$ cat config.mk
export PLATFORM = sky130hd
export DESIGN_NAME = velocity_digit_server
export DESIGN_NICKNAME = d
export VERILOG_FILES = /design/src/rtl/velocity_digit_server.sv
export SDC_FILE = /design/constraint.sdc
export NUM_CORES = 1
export LEC_CHECK = 0
export CAP_MARGIN = 20
export CORE_MARGIN = 2
export CORE_UTILIZATION = 38
export CTS_BUF_LIST = sky130_fd_sc_hd__clkbuf_8
export DETAILED_ROUTE_END_ITERATION = 12
export GPL_TIMING_DRIVEN = 0
export PLACE_DENSITY = 0.61
export SLEW_MARGIN = 15
export SYNTH_ARGS = -nofsm -noshare
export SYNTH_HDL_FRONTEND = slang
export SYNTH_SLANG_ARGS = --single-unit
$ cat constraint.sdc
create_clock -name i_clk -period 2.13 [get_ports i_clk]
set_input_delay 0.213 -clock i_clk [delete_from_list [all_inputs] [get_ports i_clk]]
set_output_delay 0.213 -clock i_clk [all_outputs]
set_load 0.03 [all_outputs]
$ cat src/rtl/velocity_digit_server.sv
// Converts both cars' signed velocities to three BCD display digits once per frame and
// serves per-pixel digit lookups from a double-buffered active bank.
module velocity_digit_server #(
  parameter int unsigned VEL_WIDTH   = 10,
  parameter logic [3:0]  DIGIT_BLANK = 4'hF
) (
  input  logic                 i_clk,
  input  logic                 i_rst,
  input  logic                 i_frame_start,
  input  logic [VEL_WIDTH-1:0] i_car1_vel,
  input  logic [VEL_WIDTH-1:0] i_car2_vel,
  input  logic                 i_req_valid,
  input  logic                 i_req_car,
  input  logic [1:0]           i_req_digit,
  output logic                 o_rsp_valid,
  output logic [3:0]           o_rsp_digit,
  output logic                 o_busy,
  output logic                 o_update
);

  localparam int unsigned CntWidth = $clog2(VEL_WIDTH + 1);
  localparam logic [CntWidth-1:0] LastShift = CntWidth'(VEL_WIDTH - 1);

  localparam logic [1:0] DigHundred = 2'd0;
  localparam logic [1:0] DigTen     = 2'd1;
  localparam logic [1:0] DigOne     = 2'd2;

  typedef enum logic [2:0] {
    StIdle,
    StLoad1,
    StShift1,
    StStore1,
    StLoad2,
    StShift2,
    StStore2,
    StCommit
  } state_e;

  state_e               state_q, state_d;
  logic [VEL_WIDTH-1:0] vel1_q, vel1_d;
  logic [VEL_WIDTH-1:0] vel2_q, vel2_d;
  logic [VEL_WIDTH-1:0] mag_q, mag_d;
  logic [11:0]          bcd_q, bcd_d;
  logic [CntWidth-1:0]  cnt_q, cnt_d;
  logic [11:0]          shadow1_q, shadow1_d;
  logic [11:0]          shadow2_q, shadow2_d;
  logic [11:0]          active1_q, active1_d;
  logic [11:0]          active2_q, active2_d;
  logic                 rsp_valid_q, rsp_valid_d;
  logic [3:0]           rsp_digit_q, rsp_digit_d;
  logic                 update_q, update_d;

  // Two's-complement magnitude; the most negative value maps to its unsigned magnitude.
  function automatic logic [VEL_WIDTH-1:0] abs_mag(input logic [VEL_WIDTH-1:0] v);
    return v[VEL_WIDTH-1] ? (~v + 1'b1) : v;
  endfunction

  function automatic logic [11:0] dabble_adjust(input logic [11:0] b);
    logic [11:0] r;
    logic [3:0]  nib;
    r = b;
    for (int i = 0; i < 3; i++) begin
      nib = b[i*4 +: 4];
      if (nib >= 4'd5) begin
        r[i*4 +: 4] = nib + 4'd3;
      end
    end
    return r;
  endfunction

  logic [11:0] bcd_adj;
  assign bcd_adj = dabble_adjust(bcd_q);

  always_comb begin
    state_d   = state_q;
    vel1_d    = vel1_q;
    vel2_d    = vel2_q;
    mag_d     = mag_q;
    bcd_d     = bcd_q;
    cnt_d     = cnt_q;
    shadow1_d = shadow1_q;
    shadow2_d = shadow2_q;
    active1_d = active1_q;
    active2_d = active2_q;
    update_d  = 1'b0;

    unique case (state_q)
      StIdle: begin
        if (i_frame_start) begin
          vel1_d  = i_car1_vel;
          vel2_d  = i_car2_vel;
          state_d = StLoad1;
        end
      end
      StLoad1, StLoad2: begin
        mag_d   = abs_mag((state_q == StLoad1) ? vel1_q : vel2_q);
        bcd_d   = '0;
        cnt_d   = '0;
        state_d = (state_q == StLoad1) ? StShift1 : StShift2;
      end
      StShift1, StShift2: begin
        bcd_d = {bcd_adj[10:0], mag_q[VEL_WIDTH-1]};
        mag_d = {mag_q[VEL_WIDTH-2:0], 1'b0};
        cnt_d = cnt_q + 1'b1;
        if (cnt_q == LastShift) begin
          state_d = (state_q == StShift1) ? StStore1 : StStore2;
        end
      end
      StStore1: begin
        shadow1_d = bcd_q;
        state_d   = StLoad2;
      end
      StStore2: begin
        shadow2_d = bcd_q;
        state_d   = StCommit;
      end
      StCommit: begin
        active1_d = shadow1_q;
        active2_d = shadow2_q;
        update_d  = 1'b1;
        state_d   = StIdle;
      end
      default: state_d = StIdle;
    endcase
  end

  // Lookups read the active bank as it stood before this edge, so a COMMIT on the same
  // edge is not visible to the request.
  logic [11:0] bank;
  logic [3:0]  dig_h, dig_t, dig_o;
  logic [3:0]  lookup;

  always_comb begin
    bank  = i_req_car ? active2_q : active1_q;
    dig_h = bank[11:8];
    dig_t = bank[7:4];
    dig_o = bank[3:0];
    unique case (i_req_digit)
      DigHundred: lookup = (dig_h == 4'd0) ? DIGIT_BLANK : dig_h;
      DigTen:     lookup = ((dig_h == 4'd0) && (dig_t == 4'd0)) ? DIGIT_BLANK : dig_t;
      DigOne:     lookup = dig_o;
      default:    lookup = DIGIT_BLANK;
    endcase
    rsp_valid_d = i_req_valid;
    rsp_digit_d = i_req_valid ? lookup : 4'd0;
  end

  always_ff @(posedge i_clk) begin
    if (i_rst) begin
      state_q     <= StIdle;
      vel1_q      <= '0;
      vel2_q      <= '0;
      mag_q       <= '0;
      bcd_q       <= '0;
      cnt_q       <= '0;
      shadow1_q   <= '0;
      shadow2_q   <= '0;
      active1_q   <= '0;
      active2_q   <= '0;
      rsp_valid_q <= 1'b0;
      rsp_digit_q <= 4'd0;
      update_q    <= 1'b0;
    end else begin
      state_q     <= state_d;
      vel1_q      <= vel1_d;
      vel2_q      <= vel2_d;
      mag_q       <= mag_d;
      bcd_q       <= bcd_d;
      cnt_q       <= cnt_d;
      shadow1_q   <= shadow1_d;
      shadow2_q   <= shadow2_d;
      active1_q   <= active1_d;
      active2_q   <= active2_d;
      rsp_valid_q <= rsp_valid_d;
      rsp_digit_q <= rsp_digit_d;
      update_q    <= update_d;
    end
  end

  assign o_busy      = (state_q != StIdle);
  assign o_update    = update_q;
  assign o_rsp_valid = rsp_valid_q;
  assign o_rsp_digit = rsp_digit_q;

endmodule

==> run metrics <==
RR Startpoint state_q[2]$_SDFFE_PP0P_; Filler cells 1196; row count 40; post-route cell area 5326 sq um; critical path startpoint category flop; R2R Setup Slk 0.11 ns; YS warnings 0; crit end category flop; fmax 0.4951 GHz; H-tree depth 3; FF+latch count, synth 103; largest family of logic cells by synthesized area simple AND/OR/NAND/NOR gates; initial antenna violation count 0; top post-synthesis cells by count nand2_1 (134), dfxtp_1 (103), a21oi_1 (90), clkbuf_1 (28), nor2_1 (28); area grow syn2layout 15.37%; top-area cell type share of the netlist area 0.4466; final hold vios 0; Mean Syn Cell Area 8.128 sq um; number of diodes 0; CP max stage delay 0.39 ns; Final nets 647; Clock Pin Slew Worst Setup and Hold Paths 0.10 ns; Max VDD drop 0.2988 mV; CTS tree built; Synthesized Nets 604; drt drc 0; worst path cell trace nor3b_4, buf_4, mux2i_2, ha_2, a31oi_1, xor2_1, a211oi_2; clock tree buffer depth 2; HP Class in2reg; Reg2Reg Depth 7; grt ovf 0; Hold Worst Slack 0.3712 ns; Ports 34; Worst-Margin Slew 0.5552 ns; post-synthesis sequential area ratio 0.4466; Post-Place Setup Slack -0.1850 ns; Synth Flop Type dfxtp_1; DR WL/cell 14.16 microns; layout cells sized above 1 0.07792; total power 3730 uW; IO buf count 31; Post-Synth Adder-Cell Area 0.02439; synth unique cells 48; first-pass GRT wire length 18.21 mm; Tot GR Track Use 0.1748; Final Max Tran Viols 0; outcome finished, final reports clean; Final setup viols 0; Post-synth EDFFs 0; clk sink count 103; routability congestion estimate 0.8632; multiplexer share of the synthesized area 0.07425; Area contributors post-synth dfxtp_1 (45%), nand2_1 (11%), a21oi_1 (9.8%); Util after Layout 0.4472; pin count of the biggest net entering global routing 17; chip width 114.2 microns; number of DRC markers in iteration 0 209; fin worst setup slack 0.1102 ns; clock latency on the worst-skew pair 0.37 ns; DR vias/cell 5.220; Async SR Flop Fraction 0; drt first pass iters 4; die area 13050 sq um; buffers and inverters on the worst path 1; Critical Path Fanout Max 10; Synth Area in XOR/XNOR 0.01138; Detail Placement HPWL 8.018 mm; final wirelength 10.80 mm; worst hold start i_car1_vel[9]; kind of critical path reg2reg; Post-Synthesis Cells 568; via count 3983; simple-gate share of the synthesized area 0.2195; Top delay family on crit path flip-flops; fin crit share 0.9483; DIE HEIGHT 114.2 microns; CP required 2.43 ns; crit path max-delay cell type dfxtp_1; biggest area consumer among synthesized cells dfxtp_1; DRT antenna net count 0; Pleak 0.001868 uW; vias in the first global route 3798; total CTS buffers 9; Fin Clk Skew 0.01373 ns; power density over cell area 700.3 nW/um^2; mapped cell area 4617 sq um; Starting Density 0.3876; max_cap viols 0; Tmin final 2.020 ns; Worst Hold End vel1_q[9]$_SDFFE_PP0P_; Area after DPL 5111 sq um; worst r2r dst mag_q[8]$_SDFFE_PP0P_; most common cell in the synthesized netlist nand2_1; Slew HR 0.6299; post-synthesis compound-gate area fraction 0.1851; cell count of the worst hold path 3; CP arrival 2.32 ns; Core ar. 11910 sq um; Root Driver clkbuf_8
## layout by cell type (no fill, tap or decap), types with 5 or more instances in the layout
cell type        instances
nand2_1                134
mux2i_1                 20
clkbuf_1                24
a21oi_1                 90
ha_1                     8
buf_2                    5
dfxtp_1                102
mux2_2                  10
nor4_1                   5
clkdlybuf4s50_1         30
o21ai_0                 13
nand2b_1                 7
a22oi_1                 13
nand3_1                 16
inv_1                   13
nor2_1                  28
clkbuf_8                10
nor3_1                   9
o22ai_1                  6
## layer usage
layer	vias up	GRT usage	routed length, microns
met5	-	0	0
met4	0	0.05285	142
met3	12	0.04182	350
met2	59	0.3016	5454
met1	1853	0.2164	4854
li1	2059	-	-
## sequential cells by signal, indices dropped and copies added (netlist names), 10 cells and up
name,count
bcd_q,12
active2_q,12
vel1_q,10
active1_q,12
shadow1_q,12
vel2_q,10
shadow2_q,12
mag_q,10
## kinds of logic (layout without fill, tap and decap cells)
family | after synthesis | after routing
simple gates | 225 | 225
compound gates | 147 | 147
flops | 103 | 103
buf+inv | 45 | 93
mux | 33 | 33
fa+ha+maj | 9 | 9
xor+xnor | 6 | 6
## stage by stage
step | TNS [ns] | cells
final | 0 | 763
after floorplan | 0 | 568
after global routing | -0.005700 | 763
after CTS | 0 | 763
after global placement | -0.3422 | 746
after detailed placement | -0.4352 | 746
## where the power goes
group,leakage [uW],internal [uW],switching (uW)
Sequential,0.000835,1990,57.6
Combinational,0.000932,225,334
Clock,0.000101,454,674
Total,0.00187,2660,1070
## cell type report
type	instances	area (sq um)	area share
multi-input combinational	420	2404	0.4513
sequential	103	2063	0.3874
timing repair buffer	32	316.6	0.05943
tap	147	183.9	0.03453
buffer	35	146.4	0.02748
clock buffer	10	137.6	0.02584
clock inverter	6	37.54	0.007047
inverter	10	37.54	0.007047
## worst min-delay path, stage by stage
cell             delay [ns]
clkdlybuf4s50_1        0.39
nand2_1                0.05
a21oi_1                0.05
## worst max-delay path by stage
| stage | from | endpoint | slack, ns | depth (start not counted) |
|---|---|---|---|---|
| 2_1_floorplan | state_q[0]$_SDFFE_PP0P_ | mag_q[8]$_SDFFE_PP0P_ | 0.17 | 7 |
| 3_3_place_gp | state_q[0]$_SDFFE_PP0P_ | mag_q[8]$_SDFFE_PP0P_ | -0.16 | 7 |
| 3_5_place_dp | state_q[0]$_SDFFE_PP0P_ | mag_q[8]$_SDFFE_PP0P_ | -0.18 | 7 |
| 4_1_cts | state_q[0]$_SDFFE_PP0P_ | mag_q[8]$_SDFFE_PP0P_ | 0.004 | 6 |
| 5_1_grt | state_q[2]$_SDFFE_PP0P_ | mag_q[8]$_SDFFE_PP0P_ | -0.006 | 7 |
| 6_report | state_q[2]$_SDFFE_PP0P_ | mag_q[8]$_SDFFE_PP0P_ | 0.11 | 7 |
## what timing repair did
item	in CTS	in global routing
hold buffers	0	0
endpoints found under the hold margin	0	0
buffers inserted	1	0
resized for setup	3	12
setup endpoints to repair	6	27
No activity file was read; power rests on OpenSTA's default activity.
